===== config.mk =====
export PLATFORM = sky130hd
export DESIGN_NAME = reduceron_uart_report
export DESIGN_NICKNAME = d
export VERILOG_FILES = /design/src/rtl/reduceron_uart_report.sv
export SDC_FILE = /design/constraint.sdc
export NUM_CORES = 1
export LEC_CHECK = 0
export ABC_AREA = 1
export CAP_MARGIN = 20
export CORE_ASPECT_RATIO = 0.75
export CORE_MARGIN = 3
export CORE_UTILIZATION = 54
export CTS_BUF_LIST = sky130_fd_sc_hd__clkbuf_4 sky130_fd_sc_hd__clkbuf_8 sky130_fd_sc_hd__clkbuf_16
export DETAILED_ROUTE_END_ITERATION = 10
export GPL_TIMING_DRIVEN = 0
export PLACE_DENSITY_LB_ADDON = 0.08
export SETUP_SLACK_MARGIN = 0.2
export SYNTH_ARGS = -nofsm -noshare
export SYNTH_HDL_FRONTEND = slang
export SYNTH_SLANG_ARGS = --single-unit

===== constraint.sdc =====
create_clock -name CLOCK_50 -period 4.7 [get_ports CLOCK_50]
set_input_delay 0.47 -clock CLOCK_50 [delete_from_list [all_inputs] [get_ports CLOCK_50]]
set_output_delay 0.47 -clock CLOCK_50 [all_outputs]
set_load 0.01 [all_outputs]

===== src/rtl/reduceron_uart_report.sv =====
// Reports Reduceron core I/O writes ("W aaaa dddd") and finish results ("R rrrrr")
// as ASCII lines on a UART 8N1 transmitter. A small FIFO absorbs write bursts.
module reduceron_uart_report #(
  parameter int BAUD_DIV  = 434,
  parameter int FIFO_LOG2 = 4
) (
  input  logic        CLOCK_50,
  input  logic        reset,
  input  logic        iowrite,
  input  logic [13:0] ioaddr,
  input  logic [13:0] iowd,
  input  logic        finish,
  input  logic [16:0] result,
  output logic        uart_txd,
  output logic        busy,
  output logic        overflow,
  output logic [7:0]  drop_count,
  output logic [1:0]  dbg_state
);

  localparam int DEPTH = 1 << FIFO_LOG2;
  localparam int BW    = $clog2(BAUD_DIV + 1);

  localparam logic [1:0] S_IDLE = 2'd0;
  localparam logic [1:0] S_LOAD = 2'd1;
  localparam logic [1:0] S_SEND = 2'd2;
  localparam logic [1:0] S_GAP  = 2'd3;

  logic [27:0]          r_mem [DEPTH];
  logic [FIFO_LOG2-1:0] r_wr;
  logic [FIFO_LOG2-1:0] r_rd;
  logic [FIFO_LOG2:0]   r_count;
  logic                 r_finish_q;
  logic                 r_pend;
  logic [16:0]          r_result;
  logic [1:0]           r_state;
  logic                 r_kind;
  logic [27:0]          r_line;
  logic [3:0]           r_idx;
  logic [9:0]           r_shift;
  logic [3:0]           r_bit;
  logic [BW-1:0]        r_baud;
  logic                 r_txd;
  logic                 r_overflow;
  logic [7:0]           r_drops;

  logic       w_pop;
  logic       w_full;
  logic       w_push;
  logic       w_drop;
  logic       w_edge;
  logic       w_bit_end;
  logic [3:0] w_last_idx;
  logic [7:0] w_char;

  // Writes are only popped from IDLE, so a push into a full FIFO is legal in that cycle.
  assign w_pop      = (r_state == S_IDLE) && (r_count != '0);
  assign w_full     = (r_count == (FIFO_LOG2 + 1)'(DEPTH));
  assign w_push     = iowrite && (!w_full || w_pop);
  assign w_drop     = iowrite && w_full && !w_pop;
  assign w_edge     = finish && !r_finish_q;
  assign w_bit_end  = (r_baud == BW'(BAUD_DIV - 1));
  assign w_last_idx = r_kind ? 4'd8 : 4'd12;

  assign uart_txd   = r_txd;
  assign busy       = (r_state != S_IDLE) || (r_count != '0) || r_pend;
  assign overflow   = r_overflow;
  assign drop_count = r_drops;
  assign dbg_state  = r_state;

  function automatic logic [7:0] hex_char(input logic [3:0] n);
    hex_char = (n < 4'd10) ? (8'h30 + {4'h0, n}) : (8'h37 + {4'h0, n});
  endfunction

  // W line: address in r_line[27:14], data in r_line[13:0]. R line: result in r_line[16:0].
  always_comb begin
    w_char = 8'h0A;
    if (!r_kind) begin
      case (r_idx)
        4'd0:    w_char = 8'h57;
        4'd1:    w_char = 8'h20;
        4'd2:    w_char = hex_char({2'b00, r_line[27:26]});
        4'd3:    w_char = hex_char(r_line[25:22]);
        4'd4:    w_char = hex_char(r_line[21:18]);
        4'd5:    w_char = hex_char(r_line[17:14]);
        4'd6:    w_char = 8'h20;
        4'd7:    w_char = hex_char({2'b00, r_line[13:12]});
        4'd8:    w_char = hex_char(r_line[11:8]);
        4'd9:    w_char = hex_char(r_line[7:4]);
        4'd10:   w_char = hex_char(r_line[3:0]);
        4'd11:   w_char = 8'h0D;
        default: w_char = 8'h0A;
      endcase
    end else begin
      case (r_idx)
        4'd0:    w_char = 8'h52;
        4'd1:    w_char = 8'h20;
        4'd2:    w_char = hex_char({3'b000, r_line[16]});
        4'd3:    w_char = hex_char(r_line[15:12]);
        4'd4:    w_char = hex_char(r_line[11:8]);
        4'd5:    w_char = hex_char(r_line[7:4]);
        4'd6:    w_char = hex_char(r_line[3:0]);
        4'd7:    w_char = 8'h0D;
        default: w_char = 8'h0A;
      endcase
    end
  end

  always_ff @(posedge CLOCK_50) begin
    if (w_push) r_mem[r_wr] <= {ioaddr, iowd};
  end

  always_ff @(posedge CLOCK_50) begin
    if (reset) begin
      r_wr       <= '0;
      r_rd       <= '0;
      r_count    <= '0;
      r_overflow <= 1'b0;
      r_drops    <= 8'd0;
    end else begin
      if (w_push) r_wr <= r_wr + 1'b1;
      if (w_pop)  r_rd <= r_rd + 1'b1;
      case ({w_push, w_pop})
        2'b10:   r_count <= r_count + 1'b1;
        2'b01:   r_count <= r_count - 1'b1;
        default: r_count <= r_count;
      endcase
      if (w_drop) begin
        r_overflow <= 1'b1;
        if (r_drops != 8'hFF) r_drops <= r_drops + 8'd1;
      end
    end
  end

  // A new finish edge wins over clearing, so a result arriving as an R line starts is kept.
  always_ff @(posedge CLOCK_50) begin
    if (reset) begin
      r_finish_q <= 1'b0;
      r_pend     <= 1'b0;
      r_result   <= '0;
    end else begin
      r_finish_q <= finish;
      if (w_edge) begin
        r_result <= result;
        r_pend   <= 1'b1;
      end else if ((r_state == S_IDLE) && (r_count == '0) && r_pend) begin
        r_pend <= 1'b0;
      end
    end
  end

  always_ff @(posedge CLOCK_50) begin
    if (reset) begin
      r_state <= S_IDLE;
      r_kind  <= 1'b0;
      r_line  <= '0;
      r_idx   <= '0;
      r_shift <= '1;
      r_bit   <= '0;
      r_baud  <= '0;
      r_txd   <= 1'b1;
    end else begin
      case (r_state)
        S_IDLE: begin
          r_txd <= 1'b1;
          if (r_count != '0) begin
            r_line  <= r_mem[r_rd];
            r_kind  <= 1'b0;
            r_idx   <= '0;
            r_state <= S_LOAD;
          end else if (r_pend) begin
            r_line  <= {11'd0, r_result};
            r_kind  <= 1'b1;
            r_idx   <= '0;
            r_state <= S_LOAD;
          end
        end
        S_LOAD: begin
          r_shift <= {1'b1, w_char, 1'b0};
          r_txd   <= 1'b0;
          r_baud  <= '0;
          r_bit   <= '0;
          r_state <= S_SEND;
        end
        S_SEND: begin
          if (w_bit_end) begin
            r_baud <= '0;
            if (r_bit == 4'd9) begin
              r_txd <= 1'b1;
              if (r_idx == w_last_idx) begin
                r_state <= S_GAP;
              end else begin
                r_idx   <= r_idx + 4'd1;
                r_state <= S_LOAD;
              end
            end else begin
              r_bit   <= r_bit + 4'd1;
              r_shift <= {1'b1, r_shift[9:1]};
              r_txd   <= r_shift[1];
            end
          end else begin
            r_baud <= r_baud + 1'b1;
          end
        end
        default: begin
          r_txd   <= 1'b1;
          r_state <= S_IDLE;
        end
      endcase
    end
  end

endmodule


## After elaboration in Yosys (flattened, before gate mapping)

Memories as Yosys holds them, arrays and structs flattened. A register that Yosys moved wholly into a read port is not among the register bits.
Index checks and enable logic that the tools add are counted.

- Register bits: 100
- Bits in writable memories: 448
- Bits of input ports: 49
- Output and inout port bits: 13
- Word-level logic and storage cells: 154
- Memories: 1

Memory list:

| memory | depth | bits a word | rd ports | clocked after Yosys merged registers in | write ports | line | RTL |
|---|---|---|---|---|---|---|---|
| r_mem | 16 | 28 | 1 | 1 | 1 | 29 | `logic [27:0] r_mem [DEPTH];` |

- $add $sub $neg: 27
- Order comparisons: 9
- Eq/ne operators: 25
- Mux-type cells: 47
- Reduce and logical (&&, ||, !) cells: 29

Operators with widths:

| kind | count |
|---|---|
| $add A6 B4 Y7 const A | 14 |
| $pmux W7 S11 | 1 |
| $mux W7 | 9 |
| $mux W28 | 2 |
| $pmux W7 S8 | 1 |
| $mux W4 | 9 |
| $add A6 B2 Y7 const A | 4 |
| $lt A4 B4 Y1 const B | 7 |
| $eq A4 B4 Y1 const B | 5 |
| $mux W10 | 2 |
| $pmux W10 S2 | 1 |
| $pmux W9 S2 | 1 |
| $add A4 B1 Y4 const B | 4 |
| $eq A4 B3 Y1 const B | 4 |
| $pmux W4 S2 | 2 |
| $reduce_bool A2 Y1 | 6 |
| $mux W2 | 5 |
| $pmux W5 S2 | 1 |
| $add A9 B1 Y9 const B | 1 |
| $eq A9 B9 Y1 const B | 1 |
| $mux W9 | 1 |
| $add A8 B1 Y8 const B | 1 |
| $eq A4 B2 Y1 const B | 2 |
| $lt A2 B4 Y1 const B | 2 |
| 27 further kinds | 51 |

## Longest topological paths before layout

- Word-level depth: 6
- Mapped depth: 15
- Mapped depth without buffers: 15

## Least setup slack after synthesis

No wires, ideal clock.

- Kind: flip-flop to flip-flop
- From: reg r_state[0] (netlist: dbg_state[0])
- To: mem r_mem[11][0] (enable)
- Setup time: 0.413 ns
- Data arrival time: 2.476 ns
- Required time: 4.287 ns
- Setup slack: 1.811 ns
- Stages on the path, launching flop included: 7
- Buffers on the path: 0
- Cells stage by stage: dfxtp_1 -> inv_1 -> ha_1 -> nor3_2 -> nor2_1 -> nand2_1 -> nor2_1

- Cells in the longest elaborated chain, start to end: 6

Ends and longest elaborated chain:

| item | line | RTL |
|---|---|---|
| start, declared | 36 | `logic [1:0] r_state;` |
| start signal, assigned | 154 | `r_state <= S_IDLE;` |
| start signal, assigned | 170 | `r_state <= S_LOAD;` |
| start signal, assigned | 175 | `r_state <= S_LOAD;` |
| $logic_not A2 Y1 | 57 | `assign w_pop = (r_state == S_IDLE) && (r_count != '0);` |
| $logic_and A1 B1 Y1 | 57 |  |
| $logic_or A1 B1 Y1 | 59 | `assign w_push = iowrite && (!w_full \|\| w_pop);` |
| $logic_and A1 B1 Y1 | 59 |  |
| $mux W1 | 110 | `if (w_push) r_mem[r_wr] <= {ioaddr, iowd};` |
| $mux W1 (implied by the code) | 110 |  |
| end, declared | 29 |  |

Every way passes these cells.

## Worst setup path in the final report

- From: reg r_state[1] (netlist: dbg_state[1])
- To: mem r_mem[12][14] (enable)

Same word-level chain as after synthesis.

==> flow_summary_export.csv <==
group,metric,value,unit
logic_synthesis,syn_avg_cell_area,10.5,sq um
min_path,hold_path_class,"in -> reg",
logic_synthesis,synth_compound_area_frac,0.117,
grt,grt-ovfl-total,0,
final_layout,synthToLayoutAreaGrowth,14.7,%
clocking,clk_latency,0.60,ns
clocking,cts_made_buffers,52,
logic_synthesis,ys_seq_area_frac,0.651,
timing,whs,0.306,ns
grt,grt_pass1_wl,106,mm
power,p_leak,9.62,nW
clocking,clockBufferDepth,3,
logic_synthesis,synth_seq_cells,550,
setup_path,regToRegSetupSlack,1.62,ns
setup_path,r2r_start,"dbg_state[1]",
logic_synthesis,synth-simple-area-share,0.162,
logic_synthesis,syn-cell-area,23800,sq um
clocking,cts_tree,"built",
clocking,cts-root-buf,"clkbuf_16",
logic_synthesis,syn_inst,2270,
setup_path,critPathKind,"reg -> reg",
detailed_routing,wirelength,71.2,mm
grt,grt_antenna_before_repair,3,
placed_design,placed_area,25600,sq um
logic_synthesis,synth_flop_cell,"edfxtp_1",
die,die_x,248,microns
logic_synthesis,synth_top_family_by_area,"simple AND/OR/NAND/NOR gates",
final_layout,nNetsFinal,2480,
timing,max_freq,0.325,GHz
die,io_pins,62,
grt,grt_pass1_vias,16800,
die,die_height,188,microns
timing,worst_slew_pin_slew,1.13,ns
die,core_area,42800,sq um
final_layout,finish.instance_area,27300,sq um
timing,slew_viol_final,0,
setup_path,cp_max_fo,16,
logic_synthesis,synthAdderAreaFrac,0.0166,
detailed_routing,dr.pass1.iters,6,
logic_synthesis,synth.area.mux_share,0,
final_layout,final_cell_mix,"448 x edfxtp_1, 443 x nor2_1, 296 x o21ai_0",
detailed_routing,post_drt_via_cell_ratio,5.98,
setup_path,worstSetupStartpointType,"register",
clocking,cts_max_level,2,
setup_path,worstPathArrival,3.36,ns
logic_synthesis,synth-edff-count,448,
die,rows,65,
final_layout,final_common_cell,"edfxtp_1",
power,cellPowerDensity,537,nW/um^2
min_path,holdPathStages,4,
timing,fin_skew,0.0362,ns
final_layout,antenna_cells,0,
grt,grt_start_max_net_pins,24,
power,ir_drop,0.331,mV
logic_synthesis,synth.distinct_cells,47,
min_path,whs_endpoint,"r_count[2]",
clocking,cts_sinks,550,
final_layout,fin_cells,3011,
setup_path,cp-end-kind,"register",
timing,period_share,0.656,
timing,period_needed,3.08,ns
detailed_routing,first_iter_violations,2593,
timing,setup_viol,0,
setup_path,worstReg2RegEnd,"r_mem[12][14]",
setup_path,critPathLaunch,"dbg_state[1]",
placed_design,placedCellCount,2915,
clocking,postCtsSetupBuffers,0,
placed_design,gp_congestion,0.914,
setup_path,required,4.98,ns
detailed_routing,final_antenna_net_count,0,
clocking,cts.clk_slew.worst_paths,0.06,ns
timing,rsz0062_at_grt,"no",
logic_synthesis,synthXorXnorAreaFrac,0.00588,
setup_path,ff2ff_path_depth,7,
run_status,status,"completed",
die,start_util,0.557,
placed_design,portBuffers,60,
detailed_routing,wire_per_inst,23.6,microns
clocking,ctsHoldBuffers,0,
min_path,hold_path.startpoint,"reset",
logic_synthesis,yosysWarnings,0,
timing,slew_headroom,0.244,
die,die_area,46700,sq um
final_layout,fillCellCount,3379,
detailed_routing,vias,18000,
timing,hold_viol_final,0,
detailed_routing,drc,0,
final_layout,drive_above_1_share,0.0872,
clocking,cts_resized,0,
logic_synthesis,synth-async-reset-ratio,0,
logic_synthesis,synth_nets,2350,
grt,grt_usage,0.301,
placed_design,dp_hpwl,50.0,mm
run,drv_cap,0,
## worst max-delay path by stage
stage          slack (ns)  cells past startpoint       endpoint
2_1_floorplan        1.81                      6   r_mem[11][0]
3_3_place_gp        -0.26                      5  r_mem[14][19]
3_5_place_dp         1.60                      6  r_mem[12][19]
4_1_cts              1.68                      7  r_mem[12][14]
5_1_grt              1.36                     13     r_count[3]
6_report             1.62                      7  r_mem[12][14]
## synth_stat cells (3+ instances only)
library cell / n / area share
nor2_1: 459 / 0.072
edfxtp_1: 448 / 0.56
o21ai_0: 296 / 0.062
nand2_1: 276 / 0.044
nand3_1: 165 / 0.035
inv_1: 103 / 0.016
dfxtp_1: 102 / 0.086
o211ai_1: 88 / 0.028
a21oi_1: 81 / 0.017
clkbuf_1: 53 / 0.0084
buf_2: 31 / 0.0065
ha_1: 30 / 0.016
buf_6: 16 / 0.0076
buf_1: 9 / 0.0014
inv_2: 9 / 0.0014
nand4_1: 9 / 0.0024
xnor2_1: 9 / 0.0033
buf_4: 8 / 0.0025
o22ai_1: 7 / 0.0018
xor2_1: 7 / 0.0026
a21oi_2: 6 / 0.0022
a211oi_1: 5 / 0.0016
nand2_2: 5 / 0.0013
nor3_1: 5 / 0.0011
nor2_2: 4 / 0.0011
or2_2: 4 / 0.0011
buf_8: 3 / 0.0019
nand3b_1: 3 / 0.00095
o211ai_2: 3 / 0.0016
## stage by stage
stage	setup slack, ns	total power [W]	utilization	TNS, ns
after detailed placement	1.60	0.0104	0.599	0
final	1.62	0.0147	0.639	0
after global placement	-0.265	0.0102	0.587	-22.89
after floorplan	1.81	0.00866	-	0
after CTS	1.68	0.0146	0.639	0
after global routing	1.36	0.0154	0.639	0
## final cells by class
type / count / area [sq um] / area share
Tap cell: 569 / 712 / 0.0261
Clock inverter: 33 / 308 / 0.0113
Multi-Input combinational cell: 1482 / 7290 / 0.267
Sequential cell: 550 / 15500 / 0.567
Inverter: 115 / 437 / 0.0160
Clock buffer: 63 / 1410 / 0.0515
Timing Repair Buffer: 76 / 958 / 0.0351
Buffer: 123 / 718 / 0.0263
## flip-flops by register name, summed over array words and instances (netlist names), named ones only
register / cells
dbg_state: 2
drop_count: 8
overflow: 1
r_baud: 9
r_bit: 4
r_count: 5
r_finish_q: 1
r_idx: 4
r_kind: 1
r_line: 28
r_mem: 448
r_pend: 1
r_rd: 4
r_result: 17
r_shift: 8
r_wr: 4
uart_txd: 1
## cells by family after synthesis
kind of cell,count (synthesis)
simple gates,940
compound gates,495
xor+xnor,16
fa+ha+maj,31
buf+inv,238
flops,550
## power breakdown
part	internal (W)	switching, W	total [W]
Sequential	0.00552	0.000229	0.00575
Clock	0.00241	0.00187	0.00428
Combinational	0.00139	0.00324	0.00464
## metal layers
layer	part of all wire	track usage	vias to the layer above
met5	0.00048	0	-
met4	0.019	0.0603	6
met3	0.12	0.0624	107
met2	0.41	0.424	985
met1	0.45	0.483	8701
li1	-	-	8218
## critical path, stage by stage, from the launching register on
cell and delay (ns):
dfxtp_1 0.33, inv_1 0.14, ha_1 0.39, nor3_2 0.11, nor2_1 0.38, nand2_1 0.41
nor2_4 0.73, buf_16 0.24
(Power assumes the default switching activity.)
